### config.mk
export PLATFORM = sky130hd
export DESIGN_NAME = adder_result_buffer_flat
export DESIGN_NICKNAME = d
export VERILOG_FILES = /design/src/rtl/adder_result_if.sv /design/src/rtl/adder_result_buffer.sv /design/src/flat_wrapper.sv
export SDC_FILE = /design/constraint.sdc
export NUM_CORES = 1
export LEC_CHECK = 0
export ABC_AREA = 1
export ABC_CLOCK_PERIOD_IN_PS = 4900
export BUFFER_PORTS_ARGS = -buffer_cell sky130_fd_sc_hd__clkbuf_2
export CORE_MARGIN = 5
export CORE_UTILIZATION = 63
export DETAILED_ROUTE_END_ITERATION = 7
export PLACE_DENSITY = 0.84
export SLEW_MARGIN = 0
export SYNTH_ARGS = -nofsm -noshare
export SYNTH_HDL_FRONTEND = slang
export SYNTH_SLANG_ARGS = --single-unit
### constraint.sdc
create_clock -name clk -period 4.9 [get_ports clk]
set_clock_uncertainty 0.2 [all_clocks]
set_input_delay 0.245 -clock clk [delete_from_list [all_inputs] [get_ports clk]]
set_output_delay 0.245 -clock clk [all_outputs]
set_load 0.03 [all_outputs]
### src/rtl/adder_result_if.sv
// Result-word channel between the 16-bit adder/subtractor, the result buffer and its consumer.
// Handshake: a word moves on a rising edge where valid & ready are both 1; ready never depends on valid.
interface adder_result_if;
  logic        in_valid;
  logic        in_ready;
  logic [15:0] in_sum;
  logic        in_c_out;
  logic        in_o;
  logic        out_valid;
  logic        out_ready;
  logic [17:0] out_data;

  modport slave (
    input  in_valid, in_sum, in_c_out, in_o, out_ready,
    output in_ready, out_valid, out_data
  );

  modport master (
    output in_valid, in_sum, in_c_out, in_o, out_ready,
    input  in_ready, out_valid, out_data
  );
endinterface

### src/rtl/adder_result_buffer.sv
// First-word-fall-through FIFO for adder result words {O, C_out, SUM},
// plus a sticky overflow flag and a saturating overflow event counter.
module adder_result_buffer #(
  parameter int DEPTH = 8,
  parameter int CNT_W = 16
) (
  input  logic                   clk,
  input  logic                   rst_n,
  adder_result_if.slave          bus,
  output logic [$clog2(DEPTH):0] count,
  output logic                   full,
  output logic                   empty,
  input  logic                   stat_clr,
  output logic                   ovf_sticky,
  output logic [CNT_W-1:0]       ovf_cnt
);
  localparam int AW = $clog2(DEPTH);
  localparam logic [AW:0]      DEPTH_C = (AW+1)'(DEPTH);
  localparam logic [CNT_W-1:0] CNT_MAX = {CNT_W{1'b1}};

  logic [17:0]   mem [DEPTH];
  logic [AW-1:0] wr_ptr;
  logic [AW-1:0] rd_ptr;
  logic [AW:0]   count_q;
  logic          push;
  logic          pop;
  logic          ovf_event;

  // Flags decode from the registered count only, so ready/valid never see in_valid or out_ready.
  always_comb begin
    full          = (count_q == DEPTH_C);
    empty         = (count_q == '0);
    count         = count_q;
    bus.in_ready  = !full;
    bus.out_valid = !empty;
    bus.out_data  = empty ? 18'h0 : mem[rd_ptr];
    push          = bus.in_valid & !full;
    pop           = !empty & bus.out_ready;
    ovf_event     = push & bus.in_o;
  end

  // Storage is deliberately left out of reset; only the pointers define its contents.
  always_ff @(posedge clk) begin
    if (push) begin
      mem[wr_ptr] <= {bus.in_o, bus.in_c_out, bus.in_sum};
    end
  end

  always_ff @(posedge clk) begin
    if (!rst_n) begin
      wr_ptr  <= '0;
      rd_ptr  <= '0;
      count_q <= '0;
    end else begin
      if (push) begin
        wr_ptr <= wr_ptr + AW'(1);
      end
      if (pop) begin
        rd_ptr <= rd_ptr + AW'(1);
      end
      if (push && !pop) begin
        count_q <= count_q + (AW+1)'(1);
      end else if (pop && !push) begin
        count_q <= count_q - (AW+1)'(1);
      end
    end
  end

  // An accepted overflow word in the same cycle as stat_clr wins: the count restarts at one.
  always_ff @(posedge clk) begin
    if (!rst_n) begin
      ovf_sticky <= 1'b0;
      ovf_cnt    <= '0;
    end else if (ovf_event) begin
      ovf_sticky <= 1'b1;
      if (stat_clr) begin
        ovf_cnt <= CNT_W'(1);
      end else if (ovf_cnt != CNT_MAX) begin
        ovf_cnt <= ovf_cnt + CNT_W'(1);
      end
    end else if (stat_clr) begin
      ovf_sticky <= 1'b0;
      ovf_cnt    <= '0;
    end
  end
endmodule

### src/flat_wrapper.sv
// flat-port wrapper written by rule: the top's interface ports become plain ports
module adder_result_buffer_flat 
#(
  parameter int DEPTH = 8,
  parameter int CNT_W = 16
)
  (clk, rst_n, count, full, empty, stat_clr, ovf_sticky, ovf_cnt, bus_in_valid, bus_in_sum, bus_in_c_out, bus_in_o, bus_out_ready, bus_in_ready, bus_out_valid, bus_out_data);
  adder_result_if bus_i ();
  input  logic clk;
  input  logic rst_n;
  output logic [$clog2(DEPTH):0] count;
  output logic full;
  output logic empty;
  input  logic stat_clr;
  output logic ovf_sticky;
  output logic [CNT_W-1:0] ovf_cnt;
  input wire logic [$bits(bus_i.in_valid)-1:0] bus_in_valid;
  input wire logic [$bits(bus_i.in_sum)-1:0] bus_in_sum;
  input wire logic [$bits(bus_i.in_c_out)-1:0] bus_in_c_out;
  input wire logic [$bits(bus_i.in_o)-1:0] bus_in_o;
  input wire logic [$bits(bus_i.out_ready)-1:0] bus_out_ready;
  output wire logic [$bits(bus_i.in_ready)-1:0] bus_in_ready;
  output wire logic [$bits(bus_i.out_valid)-1:0] bus_out_valid;
  output wire logic [$bits(bus_i.out_data)-1:0] bus_out_data;
  assign bus_i.in_valid = bus_in_valid;
  assign bus_i.in_sum = bus_in_sum;
  assign bus_i.in_c_out = bus_in_c_out;
  assign bus_i.in_o = bus_in_o;
  assign bus_i.out_ready = bus_out_ready;
  assign bus_in_ready = bus_i.in_ready;
  assign bus_out_valid = bus_i.out_valid;
  assign bus_out_data = bus_i.out_data;
  adder_result_buffer #(.DEPTH(DEPTH), .CNT_W(CNT_W)) u_core (.clk(clk), .rst_n(rst_n), .bus(bus_i), .count(count), .full(full), .empty(empty), .stat_clr(stat_clr), .ovf_sticky(ovf_sticky), .ovf_cnt(ovf_cnt));
endmodule
# Yosys cells after proc, flatten, opt, wreduce, memory -nomap -nowiden
# Memory sizes are Yosys's and may differ from the RTL's. A register that Yosys moved wholly into a read port is not among the register bits.
# Cells that the tools add are included.
# totals
reg_bits,27
mem_bits_rw,144
input_bits,23
output_inout_bits,43
elab_cells,40
memories,1
# memory_table
name,depth,word_bits,rd,rd_ports_with_merged_regs,wr,line_no,source
u_core.mem,8,18,1,1,1,adder_result_buffer.sv:21,logic [17:0] mem [DEPTH];
# op_classes
add_sub_neg,5
n_eq_ne,2
muxes,13
n_bitwise,3
reduce_logical,11
# ops
op,count
$mux W16,4
$mux W18,1
$add A16 B1 Y16 const B,1
$ne A16 B16 Y1 const B,1
$mux W4,2
$add A3 B1 Y3 const B,2
$mux W3,2
$reduce_bool A2 Y1,3
$add A4 B1 Y4 const B,1
$eq A4 B4 Y1 const B,1
$logic_not A1 Y1,4
$logic_not A4 Y1,1
$mux W1,4
$sub A4 B1 Y4 const B,1
$and A1 B1 Y1,3
$logic_and A1 B1 Y1,2
$reduce_and A2 Y1,1

# Longest topological paths before layout
# Gate-level depths: netlist (run 1).
# depth
word_depth,7
depth_mapped,15

# Least setup slack after synthesis (run 1)
# No wires, ideal clock.
# synth_timing
kind,reg-to-reg
from,register u_core.count_q[0] (netlist: u_core.count[0])
to,"memory u_core.mem[0][0], enable pin"
setup_time_ps,393
arrival_ps,2094
required_ps,4307
slack_ps,2213
stages_incl_launch_ff,7
path_buffers,0
path_cell_list,dfxtp_1 nor2_1 nand2_2 nand2_1 inv_1 nand2_1 nor2_1
# synth_via
elab_chain_len,5
# synth_rtl
item,line_no,source
"start, declared",adder_result_buffer.sv:24,logic [AW:0] count_q;
"start signal, assigned",adder_result_buffer.sv:62,count_q <= count_q + (AW+1)'(1);
"start signal, assigned",adder_result_buffer.sv:64,count_q <= count_q - (AW+1)'(1);
$eq A4 B4 Y1,adder_result_buffer.sv:31,full = (count_q == DEPTH_C);
$logic_not A1 Y1,-,
net bus_in_ready,flat_wrapper.sv:22,output wire logic [$bits(bus_i.in_ready)-1:0] bus_in_ready;
$and A1 B1 Y1,adder_result_buffer.sv:37,push = bus.in_valid & !full;
net u_core.push,adder_result_buffer.sv:25,logic push;
$mux W1,adder_result_buffer.sv:44,if (push) begin
$mux W1 (implied by the code),adder_result_buffer.sv:45,"mem[wr_ptr] <= {bus.in_o, bus.in_c_out, bus.in_sum};"
"end, declared",adder_result_buffer.sv:21,
# The timed path passes the listed nets, and every way through them passes these cells.

==> results.md, run 1 <==
- Die height: between 100 and 150 um
- Syn-to-layout area delta: 16.57%
- Most common cell in the netlist: nor2_1
- Largest family of logic cells by synthesized area: simple AND/OR/NAND/NOR gates
- Post-Synth Adder-Cell Area: 1.314%
- EDFF count, synth: around 140
- Mean Syn Cell Area: between 10 and 15 um2
- Max clock buf depth: 2
- Global-route wire length before repair: around 25,000 um
- N_diodes: 0
- Final setup viols: 0
- # rows: 39
- Register area share after synthesis: 68.03%
- Clock Tree Root: clkbuf_16
- Yosys cell types: 34
- CP arrival: between 3000 and 4000 ps
- Req. time, crit path: about 4500 ps
- Core ar.: ~11,000 um2
- Port Buffers: 65
- Fraction of layout cells with a size suffix above 1: ~16%
- DPL Wire Length: 9363 um
- Setup ws final: about 1400 ps
- Peak VDD IR: between 500 and 600 uV
- Initial antenna violation count: 0
- Asr flop ratio synth: 0%
- Fin crit period: between 3000 and 4000 ps
- Syn Inst Count: 669
- CP Capture Type: output pin
- Leak Pwr: about 0.0031 uW
- Initial Util: approximately 64%
- Routed len/inst: about 18 um
- Worst Path Max Fanout: 73
- Post-Synthesis Net Count: around 700
- Placer Congestion: 0.9262
- Yosys top cell area share: between 50% and 60%
- Post-Synth XOR/XNOR Area: less than 1%
- GRT overflow: 0
- Largest cells by area after synthesis: edfxtp_1 (60%), nor2_1 (8.4%), dfxtp_1 (8.3%), o21ai_0 (7.3%), nand2_1 (2.9%)
- H-tree Lvls: 4
- Vias in the first global route: about 5,200
- Reg clk slew, reported paths: 60 ps
- Insertion delay to the later sink of the worst-skew pair: 420 ps
- RSZ-0062 raised after global routing: false
- Tot GR Track Use: between 20 and 25%
- Most used DFF post-synth: edfxtp_1
- Yosys warns: 0
- Power per standard cell area: around 530 nW/um2
- Mux cell area share after synthesis: 0%
- Hold path cells: 1
- Clock Sink Count: ~170
- Status: completed
- Largest net degree at the start of global routing: 74
- Compound-Gate Fraction of Synth Area: between 10% and 20%
- DRC viols: 0
- Total of max-cap violations: 0
- Post-synthesis simple-gate area fraction: between 10% and 20%
- CTS tree: done
- Number of synthesized register bits: 174
- Fin nets: just under 800
- Worst-case reg-to-reg path depth: 13
- Kind of critical path: flop to output pin
- Vias: ~5,300
- Slew Limit Fails: 0
- F_max: 286.3 MHz
- Num CTS Buffers: 17
- Post-CTS Repair Setup Buffers: 0
- Final Hold Fails: 0
- Iter 0 DRT Violations: between 500 and 600
- CP Launch Type: flop
- # IOs: 66
- Most instantiated cells after synthesis: nor2_1 (162), edfxtp_1 (144), o21ai_0 (106), nand2_1 (56), inv_1 (31)
- Worst-margin pin slew: 1128 ps
- Final period utilization: 71.27%
- Synth Cell Area: between 7000 and 8000 um2
- Die X: about 120 um
- Synth area leader: edfxtp_1
- Antenna Nets Post-Route: 0
- DP Worst Slack: 1645 ps
- Routed vias/inst: 5.854
- DIE AREA: between 10,000 and 15,000 um2
- WL final: 16,120 um
- Pre-antenna DRT Iters: 5
- Setup_tns: 0 ps
- Hold Path Class: primary input to flop
- Slew HR: around a quarter
-- placed cells by master (no fill, tap or decap), types with 10 or more instances in the layout --
| cell | instances |
|---|---|
| clkbuf_2 | 65 |
| a21oi_1 | 14 |
| a31oi_1 | 18 |
| dlygate4sd3_1 | 19 |
| nor2_1 | 161 |
| dfxtp_1 | 29 |
| edfxtp_1 | 144 |
| nand2_1 | 56 |
| o21ai_1 | 15 |
| o21ai_0 | 106 |
| buf_4 | 10 |
| clkbuf_16 | 17 |
| nand3_1 | 18 |
| inv_1 | 31 |
-- per-stage QoR --
stage               hold WS (ps)  utilization (%)  instance area [um2]  std cells  total power (uW)
floorplan                  143.9                -                 7239        669              2799
global placement           252.6            67.86                 7682        857              3136
detailed placement         261.9            67.86                 7682        857              3208
CTS                        12.84            74.55                 8439        908              4486
global route               23.04            74.55                 8439        908              4706
finish                     12.55            74.55                 8439        908              4485
-- cell type report --
type	count	area (um2)
Sequential cell	174	4926
Fill cell	701	2882
Clock inverter	15	141.4
Tap cell	143	178.9
Clock buffer	17	425.4
Multi-Input combinational cell	425	2027
Timing Repair Buffer	94	590.6
Inverter	40	150.1
-- state kept, by name, summed over array words and instances (netlist names), named ones only --
register,flops
u_core.ovf_sticky,1
u_core.mem,144
u_core.count,4
u_core.wr_ptr,3
u_core.rd_ptr,3
u_core.ovf_cnt,16
-- power by group --
| group | internal (uW) | leakage, uW | switching (uW) |
|---|---|---|---|
| clock network | 707 | 0.000272 | 574 |
| logic | 401 | 0.00130 | 1060 |
| registers | 1700 | 0.00155 | 47.6 |
-- repair_timing --
action | 4_1_cts | 5_1_grt
hold endpoints to repair | 139 | 0
gates resized for setup | 0 | 0
hold buffers | 19 | 0
-- worst max-delay path: stages, from the launching register on --
cell	delay [ps]
dfxtp_2	310
buf_4	320
inv_2	880
o21ai_0	240
o21ai_1	130
o21ai_0	100
a31oi_1	360
clkbuf_2	280
-- metal layers --
metal / up-vias / GRT usage (%) / share of wire [%]
met5: - / 0 / 0
met4: 0 / 8.563 / 1.8
met3: 27 / 5.758 / 8.3
met2: 271 / 42.31 / 51
met1: 2518 / 30.38 / 39
li1: 2499 / - / -
-- cell families (layout without fill, tap and decap cells) --
logic type               Yosys count  count (layout)
XOR/XNOR                           8               8
flip-flops                       174             174
buffers and inverters             70             166
adder cells (fa/ha/maj)            7               7
AND/OR/NAND/NOR                  253             253
AO/OA/AOI/OAI                    157             157
-- final timing paths --
check / startpoint / slack [ps] / end
max reg2reg: u_core.count[0]$_SDFFE_PN0P_ / 1560 / u_core.count[3]$_SDFFE_PN0P_
max: flop / 1410 / bus_out_data[4]
min: bus_in_o / 10 / u_core.mem[7][17]$_DFFE_PP_
min reg2reg: u_core.ovf_sticky$_SDFFE_PN0P_ / 270 / u_core.ovf_sticky$_SDFFE_PN0P_
Power figures use the tool's default switching activity.
==> inputs of run 2 (changes only) <==
--- a/config.mk
+++ b/config.mk
@@ -5,13 +5,13 @@
 export SDC_FILE = /design/constraint.sdc
 export NUM_CORES = 1
 export LEC_CHECK = 0
-export ABC_AREA = 1
-export ABC_CLOCK_PERIOD_IN_PS = 4900
+export ABC_AREA = 0
+export ABC_CLOCK_PERIOD_IN_PS = 2800
 export BUFFER_PORTS_ARGS = -buffer_cell sky130_fd_sc_hd__clkbuf_2
 export CORE_MARGIN = 5
-export CORE_UTILIZATION = 63
+export CORE_UTILIZATION = 53
 export DETAILED_ROUTE_END_ITERATION = 7
-export PLACE_DENSITY = 0.84
+export PLACE_DENSITY = 0.75
 export SLEW_MARGIN = 0
 export SYNTH_ARGS = -nofsm -noshare
 export SYNTH_HDL_FRONTEND = slang
==> constraint.sdc (replaced) <==
create_clock -name clk -period 2.8 [get_ports clk]
set_clock_uncertainty 0.2 [all_clocks]
set_input_delay 0.14 -clock clk [delete_from_list [all_inputs] [get_ports clk]]
set_output_delay 0.14 -clock clk [all_outputs]
set_load 0.03 [all_outputs]
==> run 2 against run 1 <==
  * Flip-flop and latch count unchanged
  * Largest cell class unchanged
  * Setup slack worse by 1300 ps
  * Core utilization down 9.2 points
  * Combinational power up 69%
  * Synthesized area down 3.0%
  * Die area up 14%
  * Largest power group unchanged
  * Cell count down 22%
  * Synthesized cell count down 37%
  * Critical endpoint is now u_core.count[3]$_SDFFE_PN0P_
==> results.md, run 2 <==
- Hold Path Class: flop to flop
- Register area share after synthesis: 70.15% (+2.1 points)
- Top delay family on crit path: simple AND/OR/NAND/NOR gates
- N_diodes: 0 (unchanged)
- Die X: 125.1 um (+6.7%)
- CTS tree: done
- Switching power: 2608 uW (+55%)
- Yosys top cell area share: 61.59% (+1.9 points)
- Hold endpoint: u_core.ovf_sticky$_SDFFE_PN0P_
- Final Hold Fails: 0 (unchanged)
- Sequential Power Share: 38.2% (-0.7 points)
- Yosys warns: 0 (unchanged)
- Worst Path Max Fanout: 6 (-92%)
- Initial antenna violation count: 0 (unchanged)
- Port Buffers: 65 (unchanged)
- Largest register by flop count: u_core.mem
- CP arrival: 2800 ps (-250 ps)
- Asr flop ratio synth: 0% (unchanged)
- DRC viols: 0 (unchanged)
- Max clock buf depth: 2 (unchanged)
- DP Worst Slack: 82.67 ps (-1562 ps)
- CP Capture Type: flop
- HP Start: u_core.ovf_sticky$_SDFFE_PN0P_
- Most frequent cells in the layout: edfxtp_1 (144), clkbuf_2 (65), mux4_2 (36), nor2_1 (36), dfxtp_1 (26)
- # rows: 42 (+7.7%)
- DIE AREA: 15,650 um2 (+14%)
- DPL Wire Length: 8588 um (-8.3%)
- Pre-antenna DRT Iters: 5 (unchanged)
- GRT overflow: 0 (unchanged)
- Max FFs per register: 144 (unchanged)
- H-tree Lvls: 4 (unchanged)
- Most common cell in the netlist: edfxtp_1
- Fin nets: 553 (-29%)
- Number of synthesized register bits: 174 (unchanged)
- Iter 0 DRT Violations: 396 (-28%)
- Clock Tree Root: clkbuf_16
- Worst-case reg-to-reg path depth: 10 (-3)
- Slew HR: 32.69% (+8.3 points)
- CP max-delay cell: or4b_1
- Multi-input gate area: 2056 um2 (+1.4%)
- Number of fill cells in the layout: 909 (+30%)
- Final setup viols: 0 (unchanged)
- Reg clk slew, reported paths: 70 ps (about the same)
- Setup_tns: 0 ps (unchanged)
- Commonest non-fill, non-tap cell in the layout: edfxtp_1
- Fin crit period: 2654 ps
- Fraction of layout cells with a size suffix above 1: 30.97% (+15 points)
- Util after Layout: 65.36% (-9.2 points)
- Cell area after placement: 7694 um2 (+0.15%)
- Core ar.: 13,140 um2 (+16%)
- Slew Limit Fails: 0 (unchanged)
- Vias in the first global route: 4,081 (-22%)
- Peak VDD IR: 863.1 uV (+49%)
- Final period utilization: 94.80%
- Most frequent CP cell: ha_1
- Initial Util: 53.44% (-11 points)
- WL final: 14,230 um (-12%)
- RSZ-0062 raised after global routing: false
- Tot GR Track Use: 18.65% (-5.9 points)
- Leak Pwr: 0.002903 uW (-7.1%)
- Req. time, crit path: 2950 ps (-1500 ps)
- Most used DFF post-synth: edfxtp_1
- Worst path cell trace: or4b_1 > nand2_2 > inv_1 > ha_1 > inv_2 > ha_1 > a21oi_2 > a211oi_1 > a31oi_1 > mux2i_1
- Setup ws final: 145.7 ps (-1262 ps)
- Synth area leader: edfxtp_1
- Largest net degree at the start of global routing: 37 (-50%)
- Status: completed
- Post-Synthesis Net Count: 449 (-36%)
- Placed Cells: 658 (-23%)
- Die height: 125.1 um (+6.7%)
- Syn-to-layout area delta: 22.31%
- Hold path cells: 2 (+1)
- Vias: 4,078 (-23%)
- Kind of critical path: flop to flop
- Max stage delay on crit path: 580 ps (-300 ps)
- CP Launch Type: flop
- Power per standard cell area: 960.3 nW/um2 (+81%)
- Antenna Nets Post-Route: 0 (unchanged)
- Logic pwr share: 30.0% (-2.5 points)
- Clock Sink Count: 174 (unchanged)
- Most instantiated cells after synthesis: edfxtp_1 (144), mux4_2 (36), nor2_1 (36), dfxtp_1 (30), mux2i_1 (22)
- Switching share of power: 31.63% (-5.8 points)
- Syn Inst Count: 419 (-37%)
- Clock power share: 31.8% (+3.2 points)
- FF-to-FF End: u_core.count[3]$_SDFFE_PN0P_
- Total of max-cap violations: 0 (unchanged)
- Reg2reg start: u_core.count[0]$_SDFFE_PN0P_
- Global-route wire length before repair: 22,410 um (-12%)
- F_max: 376.7 MHz
- Non-filler cells, final: 712 (-22%)
- Routed vias/inst: 5.728 (-2.2%)
- Routed len/inst: 19.99 um (+13%)
- Num CTS Buffers: 17 (unchanged)
- Yosys cell types: 44 (+29%)
- EDFF count, synth: 144 (unchanged)
- Worst-margin pin slew: 1004 ps (-123.7 ps)
- Insertion delay to the later sink of the worst-skew pair: 420 ps (about the same)
- Design area: 8587 um2 (+1.7%)
- Placer Congestion: 0.9089 (-1.9%)
- Largest cells by area after synthesis: edfxtp_1 (62%), mux4_2 (12%), dfxtp_1 (8.6%), mux2i_1 (3.1%), nor2_1 (1.9%)
- Post-CTS Repair Setup Buffers: 0 (unchanged)
- Mean Syn Cell Area: 16.76 um2 (+55%)
- FF-to-FF setup slack: 150 ps (-1410 ps)
- Int Pwr: 5638 uW (+100%)
- # IOs: 66 (unchanged)
- Crit path buffers/inverters: 2 (-1)
- Reg area: 4930 um2 (about the same)
- Synth Cell Area: 7020 um2 (-3.0%)
run 2: stage by stage:
stage               power [uW]  hold WS (ps)
floorplan                 4914         38.87
global placement          5607         215.5
detailed placement        5655         219.5
CTS                       8316         297.4
global route              8618         319.3
finish                    8246         291.6
run 2: final cells by class:
cell class	count	share of cell area (%)
Tap cell	176	2.564
Timing Repair Buffer	103	8.043
Multi-Input combinational cell	222	23.94
Clock inverter	14	2.798
Clock buffer	18	4.998
Inverter	5	0.2477
Sequential cell	174	57.41
run 2: cells by family after synthesis:
logic type / share of synthesized area (%)
flip-flops: 70.15
AND/OR/NAND/NOR: 8.715
multiplexers: 14.69
AO/OA/AOI/OAI: 2.780
buffers and inverters: 1.444
XOR/XNOR: 0.8733
adder cells (fa/ha/maj): 1.354
run 2: repair_timing:
action,CTS,global route
hold buffers,22,0
resized for setup,0,2
endpoints found under the setup margin,0,1
endpoints found under the hold margin,157,0
run 2: worst register-to-register path, cell delays in order (launching register included):
cell and delay (ps):
dfxtp_2 360, or4b_1 580, nand2_2 100, inv_1 90
ha_1 220, inv_2 90, ha_1 280, a21oi_2 180
a211oi_1 90, a31oi_1 210, mux2i_1 200
run 2: worst max path at each step:
stage               depth (start not counted)  slack (ps)                            to                    startpoint
global placement                           10         170  u_core.count[3]$_SDFFE_PN0P_  u_core.count[0]$_SDFFE_PN0P_
global route                               10           2  u_core.count[3]$_SDFFE_PN0P_  u_core.count[0]$_SDFFE_PN0P_
floorplan                                  10          20  u_core.count[3]$_SDFFE_PN0P_  u_core.count[0]$_SDFFE_PN0P_
CTS                                        10          60  u_core.count[3]$_SDFFE_PN0P_  u_core.count[0]$_SDFFE_PN0P_
detailed placement                         10          80  u_core.count[3]$_SDFFE_PN0P_  u_core.count[0]$_SDFFE_PN0P_
finish                                     10         150  u_core.count[3]$_SDFFE_PN0P_  u_core.count[0]$_SDFFE_PN0P_
run 2: per-layer routing:
layer  vias up  part of all wire [%]  GRT usage [%]
met3        12                   5.1          3.710
met4         0                   1.0          5.931
li1       1876                     -              -
met5         -                     0              0
met2       137                    52          30.78
met1      2053                    42          25.29
run 2: power by group through the flow:
stage | clock network (uW) | registers, uW | logic (uW)
6_report | 2620 | 3150 | 2470
4_1_cts | 2660 | 3150 | 2500
3_5_place_dp | 0 | 3210 | 2450
5_1_grt | 2780 | 3170 | 2670
3_3_place_gp | 0 | 3190 | 2420
2_1_floorplan | 0 | 3190 | 1730
==> inputs of run 3 (changes only) <==
--- a/config.mk
+++ b/config.mk
@@ -11,7 +11,8 @@
 export CORE_MARGIN = 5
 export CORE_UTILIZATION = 53
 export DETAILED_ROUTE_END_ITERATION = 7
-export PLACE_DENSITY = 0.75
+export GPL_ROUTABILITY_DRIVEN = 0
+export PLACE_DENSITY_LB_ADDON = 0.12
 export SLEW_MARGIN = 0
 export SYNTH_ARGS = -nofsm -noshare
 export SYNTH_HDL_FRONTEND = slang
==> run 3 against run 2 <==
  * Register-to-register slack better by 50 ps
  * Sequential share of layout area is 0.79 points higher
  * Clock power is 18% lower
  * Core utilization is 0.89 points lower
  * Flip-flop and latch count stayed put
  * Total power is 5.7% lower
  * Count of clock-buffer cells in the layout is 3 higher
  * Fmax is 1.1% higher
  * Worst hold slack worse by 1.1 ps
  * First-iteration DRC count is 40% lower
  * Design area is 1.4% lower
  * Routed wire length is 4.5% lower
  * Critical endpoint is now bus_out_data[5]
  * Largest power group unchanged
==> results.md, run 3 (synthesized netlist as in run 2, its figures left out) <==
- Status: completed
- Slew HR: 27.04% (-5.7 points)
- Hold Path Class: flop to flop
- Core ar.: 13,140 um2 (unchanged)
- Num CTS Buffers: 17 (unchanged)
- Insertion delay to the later sink of the worst-skew pair: 420 ps (about the same)
- Reg clk slew, reported paths: 60 ps (about the same)
- Antenna Nets Post-Route: 0 (unchanged)
- CP Capture Type: output pin
- M1 GR Usage: 24.11% (-1.2 points)
- Routed len/inst: 19.11 um (-4.4%)
- Final setup viols: 0 (unchanged)
- Clock Tree Root: clkbuf_16
- Initial antenna violation count: 0 (unchanged)
- Reg2reg start: u_core.count[0]$_SDFFE_PN0P_
- # rows: 42 (unchanged)
- DPL Wire Length: 8565 um (-0.27%)
- Port Buffers: 65 (unchanged)
- Final period utilization: 93.77% (-1.0 points)
- Hold path cells: 2 (unchanged)
- Design area: 8471 um2 (-1.4%)
- CTS tree: done
- Setup_tns: 0 ps (unchanged)
- Final Hold Fails: 0 (unchanged)
- GR Layer Usage met2: 29.99% (-0.79 points)
- Commonest non-fill, non-tap cell in the layout: edfxtp_1
- Global-route wire length before repair: 21,980 um (-1.9%)
- Die height: 125.1 um (unchanged)
- Die X: 125.1 um (unchanged)
- Routed vias/inst: 5.615 (-2.0%)
- N_diodes: 0 (unchanged)
- GRT overflow: 0 (unchanged)
- DRC viols: 0 (unchanged)
- Worst Path Max Fanout: 13 (+7)
- H-tree Lvls: 4 (unchanged)
- Vias: 3,992 (-2.1%)
- Worst-margin pin slew: 1093 ps (+89.13 ps)
- Slew Limit Fails: 0 (unchanged)
- Hold endpoint: u_core.count[3]$_SDFFE_PN0P_
- Max clock buf depth: 2 (unchanged)
- Cell area after placement: 7709 um2 (+0.20%)
- FF-to-FF setup slack: 200 ps (+50 ps)
- Vias in the first global route: 4,167 (+2.1%)
- Peak VDD IR: 916.0 uV (+6.1%)
- Pre-antenna DRT Iters: 4 (-1)
- HP Start: u_core.count[3]$_SDFFE_PN0P_
- Leak Pwr: 0.002850 uW (-1.8%)
- Post-CTS Repair Setup Buffers: 0 (unchanged)
- Fin crit period: 2625 ps (-28.86 ps)
- Req. time, crit path: 2460 ps (-490 ps)
- Largest net degree at the start of global routing: 37 (unchanged)
- Most frequent cells in the layout: edfxtp_1 (144), clkbuf_2 (65), mux4_2 (36), nor2_1 (35), dfxtp_1 (26)
- DIE AREA: 15,650 um2 (unchanged)
- Clock Sink Count: 174 (unchanged)
- Syn-to-layout area delta: 20.66%
- Power per standard cell area: 918.1 nW/um2 (-4.4%)
- Met3 usage: 4.520% (+0.81 points)
- WL final: 13,590 um (-4.5%)
- F_max: 380.9 MHz (+1.1%)
- FF-to-FF End: u_core.count[3]$_SDFFE_PN0P_
- Gr busiest metal: met2
- Largest register by flop count: u_core.mem
- Iter 0 DRT Violations: 237 (-40%)
- Total of max-cap violations: 0 (unchanged)
- Kind of critical path: flop to output pin
- Fraction of layout cells with a size suffix above 1: 29.91% (-1.1 points)
- Max FFs per register: 144 (unchanged)
- Tot GR Track Use: 18.18% (-0.46 points)
- # IOs: 66 (unchanged)
- Initial Util: 53.44% (unchanged)
- Worst-case reg-to-reg path depth: 10 (unchanged)
- Fin nets: 553 (unchanged)
- CP arrival: 2290 ps (-510 ps)
- CP Launch Type: flop
[run 3: cell types whose count changed in the layout (fill, tap and decap cells not counted), sizes merged]
cell	change
bufinv	-4
clkbuf	+3
clkinv	+2
clkinvlp	-1
inv	-1
[run 3: cell type report]
cell class                      count  area, um2
Multi-Input combinational cell    222       2058
Inverter                            5      21.27
Clock inverter                     10      97.59
Timing Repair Buffer              103      703.2
Fill cell                         968       4667
Sequential cell                   174       4930
Tap cell                          176      220.2
Clock buffer                       21      440.4
[run 3: worst max-delay path by stage]
| stage | startpoint | end |
|---|---|---|
| after CTS | flop | bus_out_data[6] |
| after global routing | u_core.count[0]$_SDFFE_PN0P_ | u_core.count[3]$_SDFFE_PN0P_ |
| final | u_core.count[2]$_SDFFE_PN0P_ | bus_out_data[5] |
| after detailed placement | u_core.count[0]$_SDFFE_PN0P_ | u_core.count[3]$_SDFFE_PN0P_ |
| after global placement | u_core.count[0]$_SDFFE_PN0P_ | u_core.count[3]$_SDFFE_PN0P_ |
| after floorplan | u_core.count[0]$_SDFFE_PN0P_ | u_core.count[3]$_SDFFE_PN0P_ |
[run 3: routing by layer]
layer	share of wire (%)	vias up
met3	4.6	11
met5	0	-
met4	0.93	0
met2	51	95
li1	-	1887
met1	44	1999
[run 3: worst max-delay path, stage by stage (launching register included)]
cell	delay [ps]
dfxtp_1	400
or4_1	150
buf_4	130
clkinv_1	460
buf_4	370
nor2_1	130
clkbuf_2	220
[run 3: power breakdown]
part	internal (uW)	leakage (uW)	switching (uW)
Sequential	3000	0.00155	149
Clock	1290	0.000265	872
Combinational	969	0.00103	1490
Total	5260	0.00285	2510
[run 3: timing repair]
action                                  in CTS  in global routing
hold buffers                                22                  0
endpoints found under the hold margin      157                  0
resized for setup                            0                  1
endpoints found under the setup margin       0                  1
[run 3: per-stage QoR]
step / hold WS [ps] / power, uW / setup slack, ps / instances / util (%)
floorplan: 38.87 / 4914 / 17.96 / 419 / -
global placement: 213.7 / 5653 / 243.7 / 658 / 58.68
detailed placement: 223.5 / 5689 / 204.9 / 658 / 58.68
CTS: 294.7 / 7874 / 116.5 / 711 / 64.45
global route: 324.6 / 8168 / -5.040 / 711 / 64.48
finish: 290.5 / 7777 / 174.6 / 711 / 64.48
